File: src/rtl/adder_1b_pkg.sv
// -----------------------------------------------------------------------------
// adder_1b_pkg
// Shared definitions for the adder_1b ripple-carry adder:
//   - ADDER_1B_MAX_WIDTH : widest legal operand width.
//   - fa_res_t           : packed {carry, sum} result of one full-adder cell.
//   - fa_eval()          : single-bit full-adder equation shared by fa_cell.
// -----------------------------------------------------------------------------
package adder_1b_pkg;

  localparam int ADDER_1B_MAX_WIDTH = 32;

  typedef struct packed {
    logic c;
    logic s;
  } fa_res_t;

  // One full-adder bit: s = a^b^ci, co = generate | (propagate & ci).
  function automatic fa_res_t fa_eval(input logic a, input logic b, input logic ci);
    fa_res_t res;
    res.s = a ^ b ^ ci;
    res.c = (a & b) | (ci & (a ^ b));
    return res;
  endfunction

endpackage

File: src/rtl/adder_1b_fa_cell.sv
// -----------------------------------------------------------------------------
// fa_cell
// Purely combinational 1-bit full adder; one instance per operand bit of
// adder_1b, chained through ci/co.
// Ports:
//   a, b  in  1  operand bits
//   ci    in  1  carry in
//   s     out 1  sum bit
//   co    out 1  carry out
// -----------------------------------------------------------------------------
module fa_cell
  import adder_1b_pkg::*;
(
  input  logic a,
  input  logic b,
  input  logic ci,
  output logic s,
  output logic co
);

  fa_res_t res_s;

  assign res_s = fa_eval(a, b, ci);
  assign s     = res_s.s;
  assign co    = res_s.c;

endmodule

File: src/rtl/adder_1b.sv
// -----------------------------------------------------------------------------
// adder_1b
// Parameterised ripple-carry adder built from fa_cell instances. WIDTH=1 is a
// plain full adder. Provides combinational sum/carry plus a registered copy
// (latency 1) qualified by out_valid.
// Parameters:
//   WIDTH      operand width, 1..ADDER_1B_MAX_WIDTH (default 1)
// Ports:
//   clk        in   1      clock, registers update on posedge
//   rst        in   1      asynchronous active-high reset
//   a, b       in   WIDTH  unsigned operands
//   c_in       in   1      carry into bit 0
//   in_valid   in   1      qualifies a/b/c_in for capture
//   sum        out  WIDTH  combinational (a+b+c_in)[WIDTH-1:0]
//   c_out      out  1      combinational carry out of the MSB
//   sum_q      out  WIDTH  registered sum
//   c_out_q    out  1      registered c_out
//   out_valid  out  1      registered in_valid
// Optional feature, enabled by defining ADDER_1B_OVF_EN:
//   ovf        out  1      signed overflow, carry into MSB ^ carry out of MSB
//   ovf_q      out  1      registered ovf, same capture rule as sum_q
// -----------------------------------------------------------------------------
module adder_1b
  import adder_1b_pkg::*;
#(
  parameter int WIDTH = 1
) (
  input  logic             clk,
  input  logic             rst,
  input  logic [WIDTH-1:0] a,
  input  logic [WIDTH-1:0] b,
  input  logic             c_in,
  input  logic             in_valid,
  output logic [WIDTH-1:0] sum,
  output logic             c_out,
  output logic [WIDTH-1:0] sum_q,
  output logic             c_out_q,
  output logic             out_valid
`ifdef ADDER_1B_OVF_EN
  ,
  output logic             ovf,
  output logic             ovf_q
`endif
);

  if ((WIDTH < 1) || (WIDTH > ADDER_1B_MAX_WIDTH)) begin : g_width_check
    $error("adder_1b: WIDTH out of range 1..%0d", ADDER_1B_MAX_WIDTH);
  end

  // carry_s[i] is the carry into bit i; carry_s[WIDTH] is the final carry out.
  logic [WIDTH:0] carry_s;

  assign carry_s[0] = c_in;

  for (genvar i = 0; i < WIDTH; i++) begin : g_chain
    fa_cell u_fa (
      .a  (a[i]),
      .b  (b[i]),
      .ci (carry_s[i]),
      .s  (sum[i]),
      .co (carry_s[i+1])
    );
  end

  assign c_out = carry_s[WIDTH];

`ifdef ADDER_1B_OVF_EN
  // For WIDTH=1 carry_s[0] is c_in, giving ovf = c_out ^ c_in.
  assign ovf = carry_s[WIDTH] ^ carry_s[WIDTH-1];
`endif

  logic [WIDTH-1:0] sum_d;
  logic             c_out_d;
  logic             out_valid_d;
`ifdef ADDER_1B_OVF_EN
  logic             ovf_d;
`endif

  // Next-state for the output registers: capture on in_valid, otherwise hold.
  always_comb begin
    sum_d       = sum_q;
    c_out_d     = c_out_q;
    out_valid_d = in_valid;
`ifdef ADDER_1B_OVF_EN
    ovf_d       = ovf_q;
`endif
    if (in_valid) begin
      sum_d   = sum;
      c_out_d = c_out;
`ifdef ADDER_1B_OVF_EN
      ovf_d   = ovf;
`endif
    end else begin
      sum_d   = sum_q;
      c_out_d = c_out_q;
`ifdef ADDER_1B_OVF_EN
      ovf_d   = ovf_q;
`endif
    end
  end

  // Output registers; async reset clears them and drops any pending capture.
  always_ff @(posedge clk or posedge rst) begin
    if (rst) begin
      sum_q     <= {WIDTH{1'b0}};
      c_out_q   <= 1'b0;
      out_valid <= 1'b0;
`ifdef ADDER_1B_OVF_EN
      ovf_q     <= 1'b0;
`endif
    end else begin
      sum_q     <= sum_d;
      c_out_q   <= c_out_d;
      out_valid <= out_valid_d;
`ifdef ADDER_1B_OVF_EN
      ovf_q     <= ovf_d;
`endif
    end
  end

endmodule

File: config.mk
export PLATFORM = sky130hd
export DESIGN_NAME = adder_1b
export DESIGN_NICKNAME = d
export VERILOG_FILES = /design/src/rtl/adder_1b_pkg.sv /design/src/rtl/adder_1b_fa_cell.sv /design/src/rtl/adder_1b.sv
export SDC_FILE = /design/constraint.sdc
export NUM_CORES = 1
export LEC_CHECK = 0
export ABC_AREA = 0
export CAP_MARGIN = 40
export CORE_AREA = 2 2 39 41
export CTS_BUF_LIST = sky130_fd_sc_hd__clkbuf_4
export CTS_CLUSTER_SIZE = 28
export DETAILED_ROUTE_END_ITERATION = 8
export DIE_AREA = 0 0 41 43
export GPL_ROUTABILITY_DRIVEN = 0
export SYNTH_ARGS = -nofsm -noshare
export SYNTH_HDL_FRONTEND = slang
export SYNTH_HIERARCHICAL = 1
export SYNTH_SLANG_ARGS = --single-unit
File: constraint.sdc
create_clock -name clk -period 1.15 [get_ports clk]
set_clock_uncertainty 0.15 [all_clocks]
set_input_delay 0.1725 -clock clk [delete_from_list [all_inputs] [get_ports clk]]
set_output_delay 0.1725 -clock clk [all_outputs]
set_load 0.005 [all_outputs]
==> results.toml, run 1 <==
[status]
status = "finished with violations"
violations = "negative setup slack"

[drt]
avgRoutedWirePerCell_um = 10.9
wl_um = 425
drc_errors = 0
drtIter0Drc = 1
via_per_inst = 3.13
vias = 122
first_pass_iters = 2
final_antenna_net_count = 0

[floorplan]
io_pins = 11
std_cell_rows = 14
core-area_sq_um = 1380
start_util_pct = 8.77
die_area_sq_um = 1760
chipHeight_um = 43
die_w_um = 41

[setup_path]
r2r_setup_slack_ps = 260
crit_path_end_kind = "output port"
start_kind = "input port"
path_class = "in2out"
path_buf_inv = 2
critPathTopFamily = "adder cells"
slowest_delay_ps = 580
path_common_cell = "buf_6"
required_ps = 830
critPathSlowestCell = "fa_2"
arrival_ps = 940
path_cells = "buf_6 -> fa_2 -> buf_6"
path_max_fanout = 2

[placed_design]
hpwlAfterDp_um = 316
place_ws_ps = -875
placement.io_buffers = 10

[cells_and_area]
drive_gt1_share_pct = 69.6
area_growth_pct = 123
final_nets = 31
antennaDiodeCount = 0
layout_common_cells = "4 x clkbuf_4, 3 x dfrtp_1, 3 x buf_6, 3 x clkbuf_2"
mostFrequentLayoutCell = "clkbuf_4"
fin_util_pct = 19.5

[sta]
fin_setup_tns_ps = -143
hold_viol = 0
slew_violations = 0
worst_slew_pin_slew_ps = 131
clock.fmax_ghz = 0.789
finalCritPeriodShare_pct = 110
max_slew_margin_pct = 91.2
setup_viol = 2
period_minus_slack_ps = 1270
fin_ws_ps = -117
rsz0062_at_grt = "true"

[synthesis]
syn_area_sq_um = 121
ys_warn_count = 6
synth.avg_cell_area_sq_um = 17.3
syn_nets = 14
ys_ff_latch = 3
synth_cell_types = 4
postSynthCellCount = 7
ys_seq_area_share_pct = 61.9

[clock_network]
clk_latency_ps = 230
cts_buffers = 3
cts-htree-levels = 1
cts_tree = "yes"
cts_root_buf = "clkbuf_4"
clk_pin_slew_ps = 30
clock_sinks = 3
clockBufferDepth = 2

[grt]
grt_start_max_net_pins = 4
grt_first_pass_wirelength_um = 634
grt_pass1_vias = 161
antenna_found_initial = 0
grt_overflow = 0
grt_usage_pct = 6.72

[power]
power_uw = 422
p_clk_share_pct = 49.8
pwr-share-comb_pct = 20.3
p_int_uw = 330
pwr-share-seq_pct = 29.8
power_density_nw_per_um2 = 1560
netSwitchingPower_uw = 92.0
p_sw_share_pct = 21.8
power.leakage_nw = 0.128
vdd_drop_max_mv = 0.260

[job]
maxCapViolCount = 0

[worst_hold_path]
hold_path.class = "in2reg"
## area by class of cell
| type | count | area [sq um] |
|---|---|---|
| timing repair buffer | 12 | 96.3 |
| multi-input combinational | 3 | 45.0 |
| fill | 159 | 1110 |
| tap | 16 | 20.0 |
| inverter | 1 | 3.75 |
| sequential | 3 | 75.1 |
| clock buffer | 4 | 30.0 |
## tightest hold or removal path: cells and delay by family
family	cells	cell delay, ps
muxes	1	140
adders and majority gates	1	190
buffers and inverters	1	70
## cells in the mapped netlist
cell type,n,share of area [%]
dfrtp_1,3,62
mux2_2,2,19
fa_1,1,16
inv_1,1,3.1
## what timing repair did
action,4_1_cts,5_1_grt
endpoints found under the setup margin,7,5
hold buffers,1,0
hold endpoints to repair,3,0
resized for setup,28,5
pin swaps,1,1
setup buffers,1,0
## cell families after synthesis
| logic type | after synthesis | synth area share (%) |
|---|---|---|
| adder cells (fa/ha/maj) | 1 | 16.5 |
| buffers and inverters | 1 | 3.09 |
| flip-flops | 3 | 61.9 |
| multiplexers | 2 | 18.6 |
## per-layer routing
layer  track usage (%)  wire, um  vias up  share of wire, %
li1                  -         -       53                 -
met1              3.53       123       58                29
met2              9.38       205       11                48
met3              8.90        96        0                23
met4              6.00         0        0                 0
met5                 0         0        -                 0
## metrics by stage
step | area (sq um) | hold WS [ps] | instances
floorplan | 121 | -224 | 7
global placement | 241 | 194 | 33
detailed placement | 241 | 213 | 33
CTS | 273 | 224 | 39
global route | 270 | 247 | 39
finish | 270 | 223 | 39
## registers in the layout, summed over array words and instances, names as in the netlist
name	cells
sum_q	1
c_out_q	1
out_valid	1
## worst paths after layout
check	startpoint	to	cells after the start
worst min register to register	c_out_q	c_out_q	1
min in group asynchronous	rst	sum_q	3
max in group asynchronous	rst	c_out_q	3
worst max register to register	sum_q	sum_q	1
worst max-delay path	a	sum	3
worst min-delay path	c_in	c_out_q	3
## power groups by stage
stage | Sequential (mW) | Combinational, mW | Clock, mW
3_5_place_dp | 0.128 | 0.0895 | 0
2_1_floorplan | 0.128 | 0.0215 | 0
5_1_grt | 0.128 | 0.0981 | 0.226
4_1_cts | 0.126 | 0.0828 | 0.221
3_3_place_gp | 0.126 | 0.0853 | 0
6_report | 0.126 | 0.0859 | 0.210
(Power assumes the default switching activity.)
==> run 2: changes to the inputs <==
DONT_BUFFER_PORTS = 1   (was unset)
MAX_ROUTING_LAYER = met4   (was unset)
PLACE_DENSITY_LB_ADDON = 0.3   (was unset)
==> results.toml, run 2 (synthesized netlist as in run 1, its figures left out) <==
[cells_and_area]
area_growth_pct = 72.2
final_cells = 31
n_fill_cell = 149
drive_gt1_share_pct = 53.3
layout_common_cells = "4 x clkbuf_4, 3 x dfrtp_1, 2 x mux2_2, 2 x buf_4"
mostFrequentLayoutCell = "clkbuf_4"
reg_top3 = "c_out_q x1, out_valid x1, sum_q x1"
final_nets = 23
antennaDiodeCount = 0

[setup_path]
slowest_delay_ps = 540
arrival_ps = 820
r2r_cells = 1
crit_path_end_kind = "output port"
path_cells = "fa_1 -> buf_4"
required_ps = 830
critPathSlowestCell = "fa_1"
path_max_fanout = 2
path_class = "in2out"
path_buf_inv = 1
start_kind = "input port"
critPathTopFamily = "adder cells"
path_depth = 2

[clock_network]
post-cts-setup-buffers = 0
clk_pin_slew_ps = 40
clockBufferDepth = 2
cts_buffers = 3
cts_tree = "yes"
clk_latency_ps = 230
cts-htree-levels = 1
clock_sinks = 3
cts_root_buf = "clkbuf_4"

[floorplan]
io_pins = 11
core-area_sq_um = 1380
chipHeight_um = 43
std_cell_rows = 14
die_w_um = 41
start_util_pct = 8.77
die_area_sq_um = 1760

[power]
power_density_nw_per_um2 = 1830
power.leakage_nw = 0.101
vdd_drop_max_mv = 0.219
power_uw = 382

[drt]
via_per_inst = 2.84
first_pass_iters = 1
drtIter0Drc = 0
drc_errors = 0
wl_um = 325
vias = 88
avgRoutedWirePerCell_um = 10.5
final_antenna_net_count = 0

[grt]
grt_pass1_vias = 128
antenna_found_initial = 0
grt_start_max_net_pins = 4
grt_usage_pct = 5.65
grt_overflow = 0
grt_first_pass_wirelength_um = 476

[worst_hold_path]
min_path_cells = 1
hold_path.class = "in2reg"

[sta]
rsz0062_at_grt = "true"
fin_ws_ps = 11.2
fin_setup_tns_ps = 0
finalCritPeriodShare_pct = 99.0
worst_slew_pin_slew_ps = 146
clock.fmax_ghz = 0.878
setup_viol = 0
period_minus_slack_ps = 1140
max_slew_margin_pct = 90.3
hold_viol = 0
hold_ws_ps = 69.1
slew_violations = 0

[job]
maxCapViolCount = 0

[placed_design]
placement.io_buffers = 0
dp_cells = 25
place_ws_ps = -50.3

[status]
status = "complete, no violations"
-- run 2: area by class of cell --
| class | count | area [sq um] | area share [%] |
|---|---|---|---|
| Clock buffer | 4 | 30.0 | 14.4 |
| Inverter | 1 | 3.75 | 1.80 |
| Multi-Input combinational cell | 3 | 42.5 | 20.4 |
| Sequential cell | 3 | 75.1 | 35.9 |
| Tap cell | 16 | 20.0 | 9.58 |
| Timing Repair Buffer | 4 | 37.5 | 18.0 |
-- run 2: through the flow --
step | area, sq um | util, %
2_1_floorplan | 121 | -
3_3_place_gp | 156 | 11.3
3_5_place_dp | 156 | 11.3
4_1_cts | 206 | 14.9
5_1_grt | 209 | 15.1
6_report | 209 | 15.1
-- run 2: final timing paths --
check	from	slack, ps	end
max	a	10	sum
min in group asynchronous	rst	100	c_out_q
min	in_valid	70	out_valid
min reg2reg	sum_q	390	sum_q
max in group asynchronous	rst	620	out_valid
max reg2reg	c_out_q	240	c_out_q
-- run 2: routing by layer --
metal	track usage (%)	wire [um]	share of wire (%)	up-vias
met2	5.00	87	27	13
met5	-	0	0	-
met4	10.0	19	5.8	0
li1	-	-	-	38
met1	3.53	122	38	35
met3	6.81	96	30	2
-- run 2: where the power goes --
| group | internal, mW | leakage (nW) | total (mW) | switching [mW] |
|---|---|---|---|---|
| logic | 0.0278 | 0.0473 | 0.0420 | 0.0141 |
| registers | 0.120 | 0.0350 | 0.129 | 0.00938 |
| clock network | 0.154 | 0.0184 | 0.211 | 0.0570 |
-- run 2: timing repair --
action / CTS / global route
endpoints found under the hold margin: 6 / 0
hold buffers: 2 / 0
endpoints found under the setup margin: 0 / 3
gates resized for setup: 0 / 1
==> run 3: changes to the inputs <==
RECOVER_POWER = 25   (was unset)
==> results.toml, run 3 (synthesized netlist as in run 1, its figures left out) <==
[status]
status = "complete, no violations"

[floorplan]
die_w_um = 41
io_pins = 11
chipHeight_um = 43
core-area_sq_um = 1380
die_area_sq_um = 1760
std_cell_rows = 14
start_util_pct = 8.77

[clock_network]
clk_pin_slew_ps = 40
clk_latency_ps = 230
post-cts-setup-buffers = 0
clockBufferDepth = 2
cts_tree = "yes"
cts_buffers = 3
cts_root_buf = "clkbuf_4"
clock_sinks = 3
cts-htree-levels = 1

[drt]
drtIter0Drc = 0
final_antenna_net_count = 0
first_pass_iters = 1
drc_errors = 0
wl_um = 323
vias = 89
avgRoutedWirePerCell_um = 10.4
via_per_inst = 2.87

[setup_path]
crit_path_end_kind = "output port"
path_max_fanout = 2
path_cells = "fa_1 -> buf_4"
r2r_start = "c_out_q"
slowest_delay_ps = 540
critPathTopFamily = "adder cells"
r2r_setup_slack_ps = 240
path_buf_inv = 1
required_ps = 830
critPathSlowestCell = "fa_1"
r2r_cells = 1
start_kind = "input port"
path_class = "in2out"
reg2reg_to = "c_out_q"
arrival_ps = 820

[sta]
finalCritPeriodShare_pct = 99.0
worst_slew_pin_slew_ps = 130
clock.fmax_ghz = 0.878
period_minus_slack_ps = 1140
fin_setup_tns_ps = 0
max_slew_margin_pct = 91.3
setup_viol = 0
rsz0062_at_grt = "true"
hold_viol = 0
slew_violations = 0

[job]
maxCapViolCount = 0

[cells_and_area]
area_growth_pct = 70.1
layout_common_cells = "4 x clkbuf_4, 3 x dfrtp_1, 2 x mux2_2, 2 x buf_4"
mostFrequentLayoutCell = "clkbuf_4"
multi_input_area_sq_um = 42.5
n_fill_cell = 150
final_nets = 23
regArea_sq_um = 75.1
final_cells = 31
reg_top3 = "c_out_q x1, out_valid x1, sum_q x1"
drive_gt1_share_pct = 53.3
antennaDiodeCount = 0

[grt]
grt_usage_pct = 5.65
grt_first_pass_wirelength_um = 476
grt_overflow = 0
antenna_found_initial = 0
grt_start_max_net_pins = 4
grt_pass1_vias = 128

[power]
power_density_nw_per_um2 = 1850
vdd_drop_max_mv = 0.219
power.leakage_nw = 0.0915

[placed_design]
dp_cells = 25
placement.io_buffers = 0

[worst_hold_path]
hold_path.class = "in2async"
run 3: cell types whose count changed in the layout (fill, tap and decap cells not counted):
cell	change
dlymetal6s4s_1	-1
clkdlybuf4s25_1	+1
run 3: layout make-up:
type	instances	share of cell area, %
Multi-Input combinational cell	3	20.6
Inverter	1	1.82
Sequential cell	3	36.4
Tap cell	16	9.70
Timing Repair Buffer	4	17.0
Clock buffer	4	14.5
run 3: how the worst max path moves through the flow:
| stage | startpoint | to | slack, ps | depth (start not counted) |
|---|---|---|---|---|
| finish | a | sum | 10 | 2 |
| detailed placement | a | sum_q | -50 | 2 |
| CTS | in_valid | sum_q | 4 | 2 |
| floorplan | a | sum_q | -60 | 2 |
| global route | a | sum | -30 | 2 |
| global placement | a | sum_q | -40 | 2 |
run 3: repair_timing:
action,4_1_cts,5_1_grt
endpoints found under the hold margin,6,0
resized for setup,0,1
endpoints found under the setup margin,0,3
hold buffers,2,0
run 3: through the flow:
| stage | hold WS [ps] | worst slack (ps) | cell area, sq um | util (%) | total power [mW] |
|---|---|---|---|---|---|
| 3_3_place_gp | -221 | -41.1 | 156 | 11.3 | 0.164 |
| 4_1_cts | 102 | 4.18 | 206 | 14.9 | 0.388 |
| 5_1_grt | 110 | -32.2 | 206 | 14.9 | 0.406 |
| 3_5_place_dp | -215 | -50.3 | 156 | 11.3 | 0.166 |
| 6_report | 102 | 11.2 | 206 | 14.9 | 0.381 |
| 2_1_floorplan | -224 | -56.9 | 121 | - | 0.149 |
run 3: per-layer routing:
metal / global-route usage (%) / share of wire, %
met1: 3.53 / 37
met4: 10.0 / 5.9
met3: 6.81 / 30
met5: - / 0
met2: 5.00 / 27
run 3: where the power goes:
part	internal [mW]	switching [mW]	leakage, nW
clock	0.154	0.0569	0.0184
combinational	0.0273	0.0142	0.0380
sequential	0.120	0.00932	0.0350
